$ cat config.mk
export PLATFORM = sky130hd
export DESIGN_NAME = overlay_prefetch_flat
export DESIGN_NICKNAME = d
export VERILOG_FILES = /design/src/rtl/overlay_prefetch_if.sv /design/src/rtl/overlay_prefetch.sv /design/src/flat_wrapper.sv
export SDC_FILE = /design/constraint.sdc
export NUM_CORES = 1
export LEC_CHECK = 0
export CORE_ASPECT_RATIO = 0.5
export CORE_MARGIN = 10
export CORE_UTILIZATION = 50
export CTS_CLUSTER_DIAMETER = 50
export DETAILED_ROUTE_END_ITERATION = 16
export PLACE_DENSITY = 0.77
export SLEW_MARGIN = 20
export SYNTH_ARGS = -nofsm -noshare
export SYNTH_HDL_FRONTEND = slang
export SYNTH_SLANG_ARGS = --single-unit
$ cat constraint.sdc
create_clock -name clk -period 7.5 [get_ports clk]
set_clock_uncertainty 0.15 [all_clocks]
set_input_delay 1.5 -clock clk [delete_from_list [all_inputs] [get_ports clk]]
set_output_delay 1.5 -clock clk [all_outputs]
set_load 0.005 [all_outputs]
$ cat src/rtl/overlay_prefetch_if.sv
// Memory read port between overlay_prefetch (master) and the frame-buffer
// arbiter (slave). One request outstanding at a time; mem_data is valid in
// the same cycle as mem_ack.
interface overlay_prefetch_if #(
    parameter int ADDR_WIDTH = 24
);
    logic                  mem_req;
    logic [ADDR_WIDTH-1:0] mem_addr;
    logic                  mem_ack;
    logic [31:0]           mem_data;

    modport master (
        output mem_req,
        output mem_addr,
        input  mem_ack,
        input  mem_data
    );

    modport slave (
        input  mem_req,
        input  mem_addr,
        output mem_ack,
        output mem_data
    );
endinterface

$ cat src/rtl/overlay_prefetch.sv
// Overlay pixel prefetcher: fetches one overlay image per frame from a 32-bit
// read port into a show-ahead FIFO and presents the head pixel to the blend
// stage. Pops on empty are counted so later words can be skipped, keeping the
// overlay aligned with the raster.
//
// Fetch FSM states:
//   state      | meaning
//   FS_IDLE    | no request outstanding
//   FS_REQ     | request outstanding, returned word belongs to this frame
//   FS_DISCARD | request outstanding, returned word is stale and dropped
module overlay_prefetch #(
    parameter int PIXEL_WIDTH = 8,
    parameter int ALPHA_WIDTH = 8,
    parameter int ADDR_WIDTH  = 24,
    parameter int CNT_WIDTH   = 22,
    parameter int DEPTH       = 8
) (
    input  logic                   clk,
    input  logic                   reset,
    input  logic                   enable,
    input  logic [ADDR_WIDTH-1:0]  base_addr,
    input  logic [CNT_WIDTH-1:0]   num_pixels,
    overlay_prefetch_if.master     mem,
    input  logic                   overlay_adv,
    input  logic                   overlay_restart,
    output logic [PIXEL_WIDTH-1:0] overlay0,
    output logic [PIXEL_WIDTH-1:0] overlay1,
    output logic [PIXEL_WIDTH-1:0] overlay2,
    output logic [ALPHA_WIDTH-1:0] overlayA,
    output logic                   underflow,
    input  logic                   underflow_clear
);

    localparam int PTR_W = $clog2(DEPTH);

    localparam logic [PTR_W-1:0]      PTR_ONE   = 1;
    localparam logic [PTR_W:0]        FCNT_ONE  = 1;
    localparam logic [PTR_W:0]        FCNT_FULL = (PTR_W + 1)'(DEPTH);
    localparam logic [CNT_WIDTH-1:0]  CNT_ONE   = 1;
    localparam logic [ADDR_WIDTH-1:0] ADDR_ONE  = 1;

    typedef enum logic [1:0] {
        FS_IDLE,
        FS_REQ,
        FS_DISCARD
    } fetch_state_t;

    fetch_state_t state_q, state_d;

    logic [31:0]           fifo_q [DEPTH];
    logic [31:0]           fifo_d [DEPTH];
    logic [PTR_W-1:0]      wr_ptr_q, wr_ptr_d;
    logic [PTR_W-1:0]      rd_ptr_q, rd_ptr_d;
    logic [PTR_W:0]        count_q, count_d;
    logic [CNT_WIDTH-1:0]  fetched_q, fetched_d;
    logic [CNT_WIDTH-1:0]  consumed_q, consumed_d;
    logic [CNT_WIDTH-1:0]  skip_q, skip_d;
    logic [ADDR_WIDTH-1:0] mem_addr_q, mem_addr_d;
    logic [31:0]           head_q, head_d;
    logic                  underflow_q, underflow_d;

    logic restart_en, flush, busy, ack, ack_keep;
    logic pop_req, pop, uf_evt, drop, push, issue;

    // Decode handshake, pop and skip events for this cycle
    always_comb begin
        restart_en = enable & overlay_restart;
        flush      = ~enable | restart_en;
        busy       = (state_q != FS_IDLE);
        ack        = busy & mem.mem_ack;
        ack_keep   = ack & (state_q == FS_REQ) & ~flush;
        pop_req    = enable & ~restart_en & overlay_adv;
        pop        = pop_req & (count_q != '0);
        uf_evt     = pop_req & (count_q == '0) & (consumed_q < num_pixels);
        // a word arriving with an underflow pop on an empty FIFO is the one
        // the new skip accounts for, so it is dropped straight away
        drop       = ack_keep & ((skip_q != '0) | uf_evt);
        push       = ack_keep & ~drop;
    end

    // FIFO, frame counters, head register and sticky underflow next state
    always_comb begin
        fifo_d      = fifo_q;
        wr_ptr_d    = wr_ptr_q;
        rd_ptr_d    = rd_ptr_q;
        count_d     = count_q;
        fetched_d   = fetched_q;
        consumed_d  = consumed_q;
        skip_d      = skip_q;
        head_d      = '0;
        underflow_d = uf_evt | (underflow_q & ~underflow_clear);

        if (flush) begin
            wr_ptr_d   = '0;
            rd_ptr_d   = '0;
            count_d    = '0;
            fetched_d  = '0;
            consumed_d = '0;
            skip_d     = '0;
        end else begin
            if (push) begin
                fifo_d[wr_ptr_q] = mem.mem_data;
                wr_ptr_d         = wr_ptr_q + PTR_ONE;
            end
            if (pop) begin
                rd_ptr_d = rd_ptr_q + PTR_ONE;
            end
            if (push & ~pop) begin
                count_d = count_q + FCNT_ONE;
            end else if (pop & ~push) begin
                count_d = count_q - FCNT_ONE;
            end
            if (ack_keep) begin
                fetched_d = fetched_q + CNT_ONE;
            end
            if (pop | uf_evt) begin
                consumed_d = consumed_q + CNT_ONE;
            end
            if (uf_evt & ~drop) begin
                skip_d = skip_q + CNT_ONE;
            end else if (drop & ~uf_evt) begin
                skip_d = skip_q - CNT_ONE;
            end
        end

        // next head: the word being pushed when it lands in the head slot
        if (count_d != '0) begin
            if (push && ((count_q == '0) || ((count_q == FCNT_ONE) && pop))) begin
                head_d = mem.mem_data;
            end else begin
                head_d = fifo_q[rd_ptr_d];
            end
        end
    end

    // Fetch FSM next state and request address
    always_comb begin
        state_d    = state_q;
        mem_addr_d = mem_addr_q;
        issue      = enable & (~busy | ack) & (fetched_d < num_pixels)
                     & (count_d < FCNT_FULL);

        if (busy & ~ack) begin
            // request and address stay frozen until the ack
            if (flush) begin
                state_d = FS_DISCARD;
            end
        end else begin
            state_d = issue ? FS_REQ : FS_IDLE;
            if (flush | (state_q == FS_DISCARD)) begin
                mem_addr_d = base_addr;
            end else if (ack_keep) begin
                mem_addr_d = mem_addr_q + ADDR_ONE;
            end
            // first word of a frame always comes from base_addr
            if (issue & (fetched_d == '0)) begin
                mem_addr_d = base_addr;
            end
        end
    end

    // Fetch FSM state register
    always_ff @(posedge clk) begin
        if (reset) begin
            state_q <= FS_IDLE;
        end else begin
            state_q <= state_d;
        end
    end

    // Datapath registers
    always_ff @(posedge clk) begin
        if (reset) begin
            wr_ptr_q    <= '0;
            rd_ptr_q    <= '0;
            count_q     <= '0;
            fetched_q   <= '0;
            consumed_q  <= '0;
            skip_q      <= '0;
            mem_addr_q  <= '0;
            head_q      <= '0;
            underflow_q <= 1'b0;
        end else begin
            wr_ptr_q    <= wr_ptr_d;
            rd_ptr_q    <= rd_ptr_d;
            count_q     <= count_d;
            fetched_q   <= fetched_d;
            consumed_q  <= consumed_d;
            skip_q      <= skip_d;
            mem_addr_q  <= mem_addr_d;
            head_q      <= head_d;
            underflow_q <= underflow_d;
        end
    end

    // FIFO storage; contents are only meaningful below count_q
    always_ff @(posedge clk) begin
        fifo_q <= fifo_d;
    end

    assign mem.mem_req  = (state_q != FS_IDLE);
    assign mem.mem_addr = mem_addr_q;
    assign overlay0     = head_q[7:0];
    assign overlay1     = head_q[15:8];
    assign overlay2     = head_q[23:16];
    assign overlayA     = head_q[31:24];
    assign underflow    = underflow_q;

endmodule

$ cat src/flat_wrapper.sv
// flat-port wrapper written by rule: the top's interface ports become plain ports
module overlay_prefetch_flat 
#(
    parameter int PIXEL_WIDTH = 8,
    parameter int ALPHA_WIDTH = 8,
    parameter int ADDR_WIDTH  = 24,
    parameter int CNT_WIDTH   = 22,
    parameter int DEPTH       = 8
)
  (clk, reset, enable, base_addr, num_pixels, overlay_adv, overlay_restart, overlay0, overlay1, overlay2, overlayA, underflow, underflow_clear, mem_mem_req, mem_mem_addr, mem_mem_ack, mem_mem_data);
  overlay_prefetch_if #(.ADDR_WIDTH(ADDR_WIDTH)) mem_i ();
  input  logic clk;
  input  logic reset;
  input  logic enable;
  input  logic [ADDR_WIDTH-1:0] base_addr;
  input  logic [CNT_WIDTH-1:0] num_pixels;
  input  logic overlay_adv;
  input  logic overlay_restart;
  output logic [PIXEL_WIDTH-1:0] overlay0;
  output logic [PIXEL_WIDTH-1:0] overlay1;
  output logic [PIXEL_WIDTH-1:0] overlay2;
  output logic [ALPHA_WIDTH-1:0] overlayA;
  output logic underflow;
  input  logic underflow_clear;
  output wire logic [$bits(mem_i.mem_req)-1:0] mem_mem_req;
  output wire logic [$bits(mem_i.mem_addr)-1:0] mem_mem_addr;
  input wire logic [$bits(mem_i.mem_ack)-1:0] mem_mem_ack;
  input wire logic [$bits(mem_i.mem_data)-1:0] mem_mem_data;
  assign mem_mem_req = mem_i.mem_req;
  assign mem_mem_addr = mem_i.mem_addr;
  assign mem_i.mem_ack = mem_mem_ack;
  assign mem_i.mem_data = mem_mem_data;
  overlay_prefetch #(.PIXEL_WIDTH(PIXEL_WIDTH), .ALPHA_WIDTH(ALPHA_WIDTH), .ADDR_WIDTH(ADDR_WIDTH), .CNT_WIDTH(CNT_WIDTH), .DEPTH(DEPTH)) u_core (.clk(clk), .reset(reset), .enable(enable), .base_addr(base_addr), .num_pixels(num_pixels), .mem(mem_i), .overlay_adv(overlay_adv), .overlay_restart(overlay_restart), .overlay0(overlay0), .overlay1(overlay1), .overlay2(overlay2), .overlayA(overlayA), .underflow(underflow), .underflow_clear(underflow_clear));
endmodule
# [Word-level counts from Yosys, hierarchy flattened]
# Cells that the tools add are included.
[totals] wordCells=116 input_bits=85 output_inout_bits=58 reg_bits=391
[op_classes] n_reduce_logical=16 add_sub_neg=9 n_eq_ne=4 bitwise=41 order_cmp=6 mux=22
[ops] cell="$bwmux W256" count=1
[ops] cell="$mux W32" count=4
[ops] cell="$bmux W32 S3" count=1
[ops] cell="$demux W32 S3" count=1
[ops] cell="$mux W22" count=4
[ops] cell="$mux W24" count=3
[ops] cell="$add A22 B1 Y22 const B" count=3
[ops] cell="$lt A22 B22 Y1" count=2
[ops] cell="$add A24 B1 Y24 const B" count=1
[ops] cell="$logic_not A22 Y1" count=1
[ops] cell="$reduce_bool A22 Y1" count=1
[ops] cell="$sub A22 B1 Y22 const B" count=1
[ops] cell="$and A1 B1 Y1" count=21
[ops] cell="$mux W4" count=3
[ops] cell="$not A1 Y1" count=12
[ops] cell="$ge A4 B4 Y1 const B" count=2
[ops] cell="$not A3 Y4" count=2
[ops] cell="$reduce_bool A4 Y1" count=2
[ops] cell="$add A3 B1 Y3 const B" count=2
[ops] cell="$mux W3" count=2
[ops] cell="$or A1 B1 Y1" count=6
[ops] cell="$add A4 B1 Y4 const B" count=1
[ops] cell="$eq A4 B1 Y1 const B" count=1
[ops] cell="$logic_not A4 Y1" count=1
[ops] cell="other kinds (14)" count=20

# [Logic depth before layout (Yosys ltp)]
# Gate-level depths: netlist (run 1).
[logic_depth] word_depth=20 ltp_mapped=21 depth_no_buf=21

# [Worst setup path before layout (run 1)]
# No wires, ideal clock.
[synth_timing] kind="in2reg" start="input num_pixels[21]" end="register u_core.fifo_q[160] (netlist name) (enable)" setup_time_ns=0.513 arrival_time_ns=6.464 stages=9 path_slack_ns=0.373 path_buffers=2 t_required_ns=6.837 cell_sequence="inv_1 > ha_1 > nand3_1 > nor4_1 > and3_1 > buf_2 > o211ai_4 > clkbuf_1 > nor4b_1"
[synth_between] elab_chain_cells=7
[synth_rtl] item="start, declared" line_no="flat_wrapper.sv:16" source="input logic [CNT_WIDTH-1:0] num_pixels;"
[synth_rtl] item="$lt A22 B22 Y1" line_no="overlay_prefetch.sv:74" source="uf_evt = pop_req & (count_q == '0) & (consumed_q < num_pixels);"
[synth_rtl] item="$and A1 B1 Y1" line_no="overlay_prefetch.sv:74"
[synth_rtl] item="$or A1 B1 Y1" line_no="overlay_prefetch.sv:77" source="drop = ack_keep & ((skip_q != '0) | uf_evt);"
[synth_rtl] item="$and A1 B1 Y1" line_no="overlay_prefetch.sv:77"
[synth_rtl] item="$not A1 Y1" line_no="overlay_prefetch.sv:78" source="push = ack_keep & ~drop;"
[synth_rtl] item="$and A1 B1 Y1" line_no="overlay_prefetch.sv:78"
[synth_rtl] item="$reduce_and A2 Y1 (no line)"
[synth_rtl] item="end signal, assigned" line_no="overlay_prefetch.sv:198" source="fifo_q <= fifo_d;"
[synth_rtl] item="end, declared" line_no="overlay_prefetch.sv:50" source="logic [31:0] fifo_q [DEPTH];"
# No other way between the ends.
# A chain may end at the register's enable or synchronous reset.

# [Final worst setup path (run 1)]
[layout_timing] start="input num_pixels[21]" end="register u_core.skip_q[18]"
[layout_between] elab_chain_cells=7 elab_cells_between_ends=10 cone_classes="1 x order compare; 1 x mux; 7 x bitwise; 1 x reduce/logical"
[layout_rtl] item="$lt A22 B22 Y1 (*)" line_no="overlay_prefetch.sv:74"
[layout_rtl] item="$and A1 B1 Y1 (*)" line_no="overlay_prefetch.sv:74"
[layout_rtl] item="$or A1 B1 Y1" line_no="overlay_prefetch.sv:77"
[layout_rtl] item="$and A1 B1 Y1" line_no="overlay_prefetch.sv:77"
[layout_rtl] item="$not A1 Y1" line_no="overlay_prefetch.sv:119" source="if (uf_evt & ~drop) begin"
[layout_rtl] item="$and A1 B1 Y1" line_no="overlay_prefetch.sv:119"
[layout_rtl] item="$mux W22 or $reduce_bool A2 Y1 (tied branches)"
[layout_rtl] item="end signal, assigned" line_no="overlay_prefetch.sv:189" source="skip_q <= skip_d;"
[layout_rtl] item="end, declared" line_no="overlay_prefetch.sv:57" source="logic [CNT_WIDTH-1:0] skip_q, skip_d;"
# Every way passes the cells marked *; elsewhere a longest branch is shown, timed or not.

==> results of run 1 <==
-- final cells by class --
| type | count | area [µm²] |
|---|---|---|
| repair buffers | 164 | 1610 |
| clock buffers | 54 | 1020 |
| well taps | 484 | 606 |
| inverters | 51 | 191 |
| diodes | 2 | 5.00 |
| fillers | 2795 | 14600 |
| multi-input cells | 918 | 7240 |
| flip-flops and latches | 391 | 10400 |
| clock inverters | 12 | 131 |
-- placed cells by master (no fill, tap or decap), types with 4 or more instances in the layout --
master / instances
xor2_1: 35
a21oi_1: 76
a21o_1: 7
o2111ai_1: 4
nand4_1: 22
ha_1: 71
clkbuf_1: 14
o21a_1: 4
dfxtp_1: 135
nor4_1: 12
clkbuf_16: 37
or3_1: 9
and3_1: 16
nor2_1: 142
clkdlybuf4s50_1: 142
a211oi_1: 10
nand3_1: 48
buf_4: 20
nor2b_1: 4
nand3b_1: 4
inv_1: 51
and2_1: 9
edfxtp_1: 256
mux2i_1: 40
a31oi_1: 13
o21ai_0: 35
o211a_1: 34
o211ai_1: 5
nor3_1: 29
nand2b_1: 5
o2bb2ai_1: 4
nor3b_1: 5
nand2_1: 103
xnor2_1: 31
mux4_2: 64
or2_2: 5
-- stage by stage --
step                area (µm²)  worst slack, ns  std cells  utilization [%]  total power, mW
detailed placement       20000            0.831       2008             55.9             2.63
CTS                      21200             1.37       2074             59.2             4.41
finish                   21200             1.36       2076             59.2             4.38
floorplan                18100            0.373       1427                -             2.50
global route             21200            0.946       2075             59.2             4.54
global placement         20000            0.964       2008             55.9             2.63
-- kinds of logic after synthesis --
logic type	count (synthesis)	share of synthesized area, %
and+or+nand+nor	436	11.5
DFF	391	57.5
AOI/OAI and AO/OA	237	9.55
buffers and inverters	118	2.83
muxes	104	10.2
adders and majority gates	74	5.14
xor gates and xnor gates	67	3.29
-- layer usage --
| metal | up-vias | part of all wire (%) |
|---|---|---|
| met5 | - | 0 |
| met4 | 0 | 2.2 |
| met3 | 75 | 6.8 |
| met2 | 417 | 50 |
| met1 | 5896 | 41 |
| li1 | 5664 | - |
-- worst max-delay path by stage --
| stage | startpoint | to | slack, ns |
|---|---|---|---|
| CTS | num_pixels[13] | u_core.skip_q[18] | 1.37 |
| floorplan | num_pixels[21] | u_core.fifo_q[160] | 0.37 |
| global placement | num_pixels[13] | u_core.skip_q[18] | 0.96 |
| finish | num_pixels[21] | u_core.skip_q[18] | 1.36 |
| detailed placement | num_pixels[13] | u_core.skip_q[18] | 0.83 |
| global route | num_pixels[13] | u_core.skip_q[18] | 0.95 |
-- state kept, by name (all words and copies together), names as in the netlist, 3 cells and up --
register and cells:
u_core.fetched_q 22, u_core.count_q 4, u_core.skip_q 22, u_core.rd_ptr_q 3
u_core.fifo_q 256, u_core.wr_ptr_q 3, u_core.head_q 32, u_core.consumed_q 22
u_core.mem.mem_addr 24
-- power groups by stage --
stage | Sequential (mW) | Combinational (mW) | Clock, mW
finish | 2.32 | 0.260 | 1.79
CTS | 2.32 | 0.260 | 1.83
global placement | 2.37 | 0.255 | 0
floorplan | 2.37 | 0.135 | 0
detailed placement | 2.37 | 0.258 | 0
global route | 2.33 | 0.285 | 1.93
-- worst max-delay path: cells and delay by family --
kind / cells / cell delay, ns
compound gates: 9 / 1.73
simple gates: 5 / 1.26
fa+ha+maj: 3 / 0.97
buf+inv: 3 / 0.77
xor+xnor: 1 / 0.17
==> flow_summary.yaml, run 1 <==
timing:
  rsz0062_at_grt: "false"
  drv_slew: 0
  period_minus_slack_ns: 6.14
  worst_pin_slew_ns: 1.03
  fmax_mhz: 163
  finalCritPeriodShare_pct: 81.9
  setup_tns_ns: 0
  holdWs_ns: 0.366
  slew-limit-headroom_pct: 31.3
  hold_viol: 0
  setup_viol: 0
pwr:
  pwr-share-comb_pct: 5.9
  p_int_mw: 3.42
  clock_power_share_pct: 40.9
  power_switching_mw: 0.959
  pwr-share-seq_pct: 53.1
  p_per_area_nw_per_um2: 207
  switching_share_pct: 21.9
  p_leak_nw: 7.84
  peakVddDrop_mv: 0.124
grt:
  grtUsageMet2_pct: 31.5
  use_met3_pct: 3.67
  grt_pass1_wl_mm: 65.8
  gr-max-usage-layer: "met2"
  grt_max_degree: 66
  grt_overflow: 0
  grt_pass1_vias: 12000
  grt_util_all_layers_pct: 18.3
  grt_antenna_before_repair: 2
  use_met1_pct: 23.2
floorplanning:
  rows: 49
  initial_core_util_pct: 50.5
  fp.dieH_um: 154
  io_pins: 143
  fp.dieArea_um2: 44600
  core_um2: 35800
  fp.dieW_um: 289
finish:
  area_growth_pct: 17.3
  drive_gt1_share_pct: 10.9
  final_nets: 1719
synthesis:
  synth_top_area_cell: "edfxtp_1"
  postSynthAreaPerCell_um2: 12.7
  yosysSeqAreaShare_pct: 57.5
  synth_top_area_share_pct: 42.6
  synth-edff-count: 256
  yosys_warnings: 0
  syn_inst: 1427
  synth_seq_cells: 391
  synth_area_um2: 18100
  synth_ff_type: "edfxtp_1"
  synthArstFlopShare_pct: 0
  synthTopCellsByArea: "edfxtp_1, dfxtp_1, mux4_2"
  syn-num-nets: 1584
  synth_common_cells: "edfxtp_1, nor2_1, dfxtp_1"
  synth_most_common_cell: "edfxtp_1"
  synthDistinctLibCells: 81
clock_tree:
  insertion_delay_ns: 0.54
  clockBufferDepth: 3
  cts_sinks: 391
  numCtsBuffers: 36
  post_cts_buffers: 0
  cts_resized: 0
  h-tree-depth: 2
  cts_root_buf: "clkbuf_16"
  cts-hold-fix-buffers: 0
  cts_tree: "done"
  path_clk_slew_ns: 0.06
route:
  drc_errors: 0
  drt-initial-drc-count: 880
  wirelength_mm: 41.4
  first_pass_iters: 5
  drt-vias-per-instance: 5.81
  ant_nets: 0
  vias: 12100
  wl_per_cell_um: 20.0
critical_path:
  path_class: "in -> reg"
  crit_path_end_kind: "register"
  worstPathRequired_ns: 7.76
  crit_path_max_incr_delay_ns: 0.46
  ff2ff_setup_slack_ns: 2.25
  cp_max_fo: 13
  cp_cell_sequence: "clkdlybuf4s50_1 -> inv_1 -> ha_1 -> nand3_1 -> nor4_1 -> and3_1 -> o21ai_0 -> nand2_1 -> ha_1 -> inv_1 -> ha_1 -> nor2b_1 -> o21ai_0 -> a21boi_0 -> o211ai_1 -> a31oi_1 -> a211oi_1 -> o21bai_1 -> a21oi_1 -> xor2_1 -> o31ai_1"
  cpMaxStageDelayCell: "clkdlybuf4s50_1"
  cpMostUsedCell: "ha_1"
  critPathLaunchType: "primary input"
  r2r_start: "u_core.count_q[1]"
  r2r_end: "u_core.skip_q[18]"
  cp.arrival_ns: 6.40
  reg2reg_depth: 20
min_path:
  hp-start: "u_core.skip_q[18]"
  hold_depth: 2
  hold_path_end: "u_core.skip_q[18]"
  min_path_type: "reg -> reg"
placement:
  dpl.hpwl_mm: 26.0
  io_buffers: 142
  gp_congestion: 0.890
outcome:
  status: "finished, final reports clean"
job:
  max-cap-violations: 0
Note: power is estimated with default switching activity, not from simulation.
==> run 2, diff against run 1 <==
Settings changed: PLACE_DENSITY 0.77 to 0.74.
Clock period 7.5 ns to 6.38 ns, I/O delays scaled along.
==> run 2 against run 1 <==
- cell area grew 0.35%
- highest routed layer unchanged
- first-iteration DRC count is 27% higher
- critical path type unchanged
- global-route usage grew 0.32 points
- via count rose by 0.27%
- clock-buffer cell count shrank 6
- total power grew 19%
- critical path depth did not move
- register-to-register slack worse by 0.95 ns
==> flow_summary.yaml, run 2 (synthesized netlist as in run 1, its figures left out) <==
outcome:
  status: "finished, final reports clean"
critical_path:
  ff2ff_setup_slack_ns: 1.30
  cpMostUsedCell: "ha_1"
  crit_family: "compound AO/OA/AOI/OAI gates"
  critPathLaunchType: "primary input"
  cpMaxStageDelayCell: "clkdlybuf4s50_1"
  crit_buf_inv: 3
  crit_start: "num_pixels[21]"
  crit_end: "u_core.skip_q[18]"
  r2r_end: "u_core.skip_q[18]"
  cp_num_cells: 21
  reg2reg_depth: 20
  worstPathRequired_ns: 6.62
  cp_cell_sequence: "clkdlybuf4s50_1 -> inv_1 -> ha_1 -> nand3_1 -> nor4_1 -> and3_1 -> o21ai_0 -> nand2_1 -> ha_1 -> inv_1 -> ha_1 -> nor2b_1 -> o21ai_0 -> a21boi_0 -> o211ai_1 -> a31oi_1 -> a211oi_1 -> o21bai_1 -> a21oi_1 -> xor2_1 -> o31ai_1"
  cp.arrival_ns: 6.03
  cp_max_fo: 8
  path_class: "in -> reg"
  crit_path_max_incr_delay_ns: 0.46
  r2r_start: "u_core.count_q[1]"
  crit_path_end_kind: "register"
timing:
  worst_pin_slew_ns: 0.945
  hold_viol: 0
  rsz0062_at_grt: "false"
  setup_tns_ns: 0
  period_minus_slack_ns: 5.78
  setup_viol: 0
  slew-limit-headroom_pct: 37.0
  drv_slew: 0
  fin_ws_ns: 0.597
  finalCritPeriodShare_pct: 90.6
  fmax_mhz: 173
floorplanning:
  core_um2: 35800
  initial_core_util_pct: 50.5
  fp.dieW_um: 289
  rows: 49
  io_pins: 143
  fp.dieArea_um2: 44600
  fp.dieH_um: 154
pwr:
  clock_power_share_pct: 41.4
  p_int_mw: 4.05
  power_switching_mw: 1.14
  switching_share_pct: 21.9
  peakVddDrop_mv: 0.162
  p_per_area_nw_per_um2: 244
  pwr-share-seq_pct: 52.7
  p_leak_nw: 7.91
  total_power_mw: 5.19
  pwr-share-comb_pct: 6.0
clock_tree:
  h-tree-depth: 2
  path_clk_slew_ns: 0.06
  insertion_delay_ns: 0.54
  numCtsBuffers: 36
  cts_root_buf: "clkbuf_16"
  cts-hold-fix-buffers: 0
  clockBufferDepth: 3
  cts_sinks: 391
  post_cts_buffers: 0
  cts_resized: 0
  cts_tree: "done"
route:
  ant_nets: 0
  wirelength_mm: 42.4
  wl_per_cell_um: 20.4
  drt-initial-drc-count: 1116
  drt-vias-per-instance: 5.81
  drc_errors: 0
  vias: 12100
  first_pass_iters: 7
placement:
  io_buffers: 142
  gp_congestion: 0.901
  dpl.hpwl_mm: 27.2
  dp_slack_ns: 0.128
  dp_cells: 2013
grt:
  grt_overflow: 0
  grt_util_all_layers_pct: 18.6
  grt_max_degree: 66
  grt_antenna_before_repair: 0
  grt_pass1_vias: 12400
  grt_pass1_wl_mm: 67.3
finish:
  diodes: 0
  largest_reg_flops: 256
  final_nets: 1724
  num-fill-cells: 2757
  layout_commonest_cell: "edfxtp_1"
  final_cell_mix: "edfxtp_1, nor2_1, clkdlybuf4s50_1"
  post-route-util_pct: 59.4
  drive_gt1_share_pct: 11.7
  fin_cells: 2079
  area_growth_pct: 17.7
  top_register: "u_core.fifo_q"
min_path:
  min_path_type: "reg -> reg"
job:
  max-cap-violations: 0
-- run 2: changes by cell type in the layout (fill, tap and decap cells not counted), moves of 2 or more --
cell      change
clkbuf_1     -10
buf_4         +6
clkinv_2      +5
clkbuf_8      +4
clkinv_1      +3
diode_2       -2
nor4b_2       -2
nor4b_4       +2
-- run 2: area by class of cell --
class                   count  area (µm²)  area share [%]
repair buffers            169        1640            7.70
well taps                 484         606            2.85
clock inverters            18         149           0.700
inverters                  51         191           0.900
flip-flops and latches    391       10400            48.9
multi-input cells         918        7260            34.1
clock buffers              48        1040            4.88
-- run 2: through the flow --
| stage | area [µm²] | hold slack (ns) |
|---|---|---|
| after detailed placement | 20100 | 0.361 |
| after global placement | 20100 | 0.346 |
| after CTS | 21300 | 0.370 |
| after floorplan | 18100 | 0.320 |
| after global routing | 21300 | 0.400 |
| final | 21300 | 0.369 |
-- run 2: how the worst min path moves through the flow --
| stage | startpoint | endpoint | slack, ns | depth (start not counted) |
|---|---|---|---|---|
| floorplan | u_core.consumed_q[13] | u_core.consumed_q[13] | 0.32 | 2 |
| global placement | u_core.consumed_q[13] | u_core.consumed_q[13] | 0.35 | 2 |
| detailed placement | u_core.skip_q[18] | u_core.skip_q[18] | 0.36 | 2 |
| CTS | u_core.skip_q[18] | u_core.skip_q[18] | 0.37 | 2 |
| global route | u_core.skip_q[18] | u_core.skip_q[18] | 0.40 | 2 |
| finish | u_core.skip_q[21] | u_core.skip_q[21] | 0.37 | 2 |
-- run 2: power by group through the flow --
stage               registers, mW  logic, mW  clock network [mW]
detailed placement           2.79      0.307                   0
global placement             2.79      0.296                   0
global route                 2.73      0.338                2.30
CTS                          2.73      0.310                2.19
finish                       2.73      0.310                2.15
floorplan                    2.78      0.159                   0
-- run 2: worst min-delay path, cell delays in order (launching register included) --
cell     delay (ns)
dfxtp_1        0.34
xnor2_1        0.08
nor2_1         0.07
-- run 2: per-layer routing --
metal	global-route usage, %	share of wire (%)
met5	0	0
met4	5.82	2.4
met3	3.33	5.4
met2	32.2	50
met1	23.6	42
==> run 3, diff against run 2 <==
Settings changed: CORE_MARGIN 10 to 1.
==> run 3 against run 2 <==
- combinational power is essentially flat
- register-to-register slack got worse by 0.10 ns
- maximum frequency up 0.49%
- total power is 0.11% higher
- global-route usage up 3.5 points
- die area shrank 17%
- sequential share of layout area about the same
- first-iteration DRC count decreased by 17%
- highest routed layer unchanged
- routed wire length shrank 3.0%
- final cell count is 0.24% lower
- critical path depth rose by 1
- critical endpoint is now u_core.skip_q[21]
- sequential power about the same
==> flow_summary.yaml, run 3 (synthesized netlist as in run 1, its figures left out) <==
outcome:
  status: "finished, final reports clean"
pwr:
  p_leak_nw: 7.91
  clock_power_share_pct: 41.4
  p_int_mw: 4.05
  p_per_area_nw_per_um2: 244
  pwr-share-seq_pct: 52.6
  switching_share_pct: 22.1
  peakVddDrop_mv: 0.185
  pwr-share-comb_pct: 6.0
  power_switching_mw: 1.15
clock_tree:
  h-tree-depth: 2
  clockBufferDepth: 3
  numCtsBuffers: 36
  path_clk_slew_ns: 0.07
  insertion_delay_ns: 0.54
  cts_sinks: 391
  cts_tree: "done"
  post_cts_buffers: 0
  cts_root_buf: "clkbuf_16"
  cts_resized: 0
  cts-hold-fix-buffers: 0
route:
  vias: 12100
  drt-initial-drc-count: 928
  drc_errors: 0
  wirelength_mm: 41.1
  drt-vias-per-instance: 5.85
  ant_nets: 0
  wl_per_cell_um: 19.8
  first_pass_iters: 7
grt:
  grt_pass1_vias: 12000
  grt_antenna_before_repair: 0
  grt_max_degree: 66
  grt_util_all_layers_pct: 22.2
  grt_pass1_wl_mm: 64.5
  grt_overflow: 0
finish:
  drive_gt1_share_pct: 11.6
  final_nets: 1728
  final_cell_mix: "edfxtp_1, nor2_1, clkdlybuf4s50_1"
  top_register: "u_core.fifo_q"
  largest_reg_flops: 256
  fin_area_um2: 21300
  diodes: 0
  num-fill-cells: 2661
  layout_commonest_cell: "edfxtp_1"
  area_growth_pct: 17.7
timing:
  period_minus_slack_ns: 5.75
  rsz0062_at_grt: "false"
  drv_slew: 0
  hold_viol: 0
  setup_tns_ns: 0
  fmax_mhz: 174
  slew-limit-headroom_pct: 35.2
  setup_viol: 0
  finalCritPeriodShare_pct: 90.2
  worst_pin_slew_ns: 0.973
critical_path:
  crit_buf_inv: 4
  crit_path_max_incr_delay_ns: 0.45
  cp.arrival_ns: 6.02
  worstPathRequired_ns: 6.64
  path_class: "in -> reg"
  cp_cell_sequence: "clkdlybuf4s50_1 -> inv_1 -> ha_1 -> nand3_1 -> nor4_1 -> and3_1 -> o21ai_0 -> nand2_1 -> ha_2 -> inv_1 -> buf_4 -> ha_1 -> a21oi_1 -> nand2_1 -> o2111ai_1 -> a31oi_1 -> a41oi_1 -> a31o_2 -> xnor2_1 -> nor2_1 -> xnor2_1 -> nor2_1"
  critPathLaunchType: "primary input"
  cp_max_fo: 9
  ff2ff_setup_slack_ns: 1.20
  cpMaxStageDelayCell: "clkdlybuf4s50_1"
  crit_family: "compound AO/OA/AOI/OAI gates"
  crit_path_end_kind: "register"
floorplanning:
  core_um2: 35000
  io_pins: 143
  initial_core_util_pct: 51.6
  rows: 48
  fp.dieW_um: 271
  fp.dieH_um: 136
  fp.dieArea_um2: 36900
placement:
  placed_cell_area_um2: 20100
  gp_congestion: 0.904
  dpl.hpwl_mm: 25.9
  io_buffers: 142
min_path:
  min_path_type: "reg -> reg"
job:
  max-cap-violations: 0
[run 3: power by group through the flow]
stage | clock, mW | sequential, mW | combinational (mW)
2_1_floorplan | 0 | 2.78 | 0.159
3_3_place_gp | 0 | 2.79 | 0.298
4_1_cts | 2.19 | 2.73 | 0.309
3_5_place_dp | 0 | 2.79 | 0.307
6_report | 2.15 | 2.73 | 0.309
5_1_grt | 2.28 | 2.73 | 0.338
[run 3: cell type report]
| class | instances | area (µm²) | share of cell area (%) |
|---|---|---|---|
| Tap cell | 475 | 594 | 2.79 |
| Inverter | 51 | 191 | 0.900 |
| Sequential cell | 391 | 10400 | 48.9 |
| Timing Repair Buffer | 173 | 1670 | 7.84 |
| Clock inverter | 18 | 176 | 0.830 |
| Multi-Input combinational cell | 918 | 7260 | 34.1 |
| Clock buffer | 48 | 987 | 4.64 |
[run 3: metrics by stage]
stage / std cells / setup slack, ns / hold WS, ns / power (mW) / utilization, %
2_1_floorplan: 1427 / 0.482 / 0.320 / 2.94 / -
3_3_place_gp: 2008 / 0.142 / 0.345 / 3.09 / 57.4
3_5_place_dp: 2008 / 0.0860 / 0.352 / 3.10 / 57.4
4_1_cts: 2074 / 0.617 / 0.362 / 5.24 / 60.7
5_1_grt: 2074 / 0.262 / 0.388 / 5.36 / 60.7
6_report: 2074 / 0.626 / 0.361 / 5.19 / 60.7
[run 3: final timing paths]
kind / end / from / cells past startpoint
setup / recovery: u_core.skip_q[21] / num_pixels[21] / 22
hold / removal: u_core.skip_q[18] / u_core.skip_q[18] / 2
setup reg to reg: u_core.skip_q[21] / u_core.count_q[1] / 21
hold reg to reg: u_core.skip_q[18] / u_core.skip_q[18] / 2
[run 3: worst min-delay path: cells and delay by family, from the launching register on]
| family | cells | cell delay, ns |
|---|---|---|
| AO/OA/AOI/OAI | 1 | 0.06 |
| flip-flops | 1 | 0.33 |
| AND/OR/NAND/NOR | 1 | 0.08 |
[run 3: routing by layer]
metal | up-vias | global-route usage [%] | routed length, µm
li1 | 5692 | - | -
met1 | 6042 | 29.4 | 17800
met2 | 337 | 38.8 | 20600
met3 | 55 | 3.32 | 2080
met4 | 0 | 4.61 | 640
met5 | - | 0 | 0
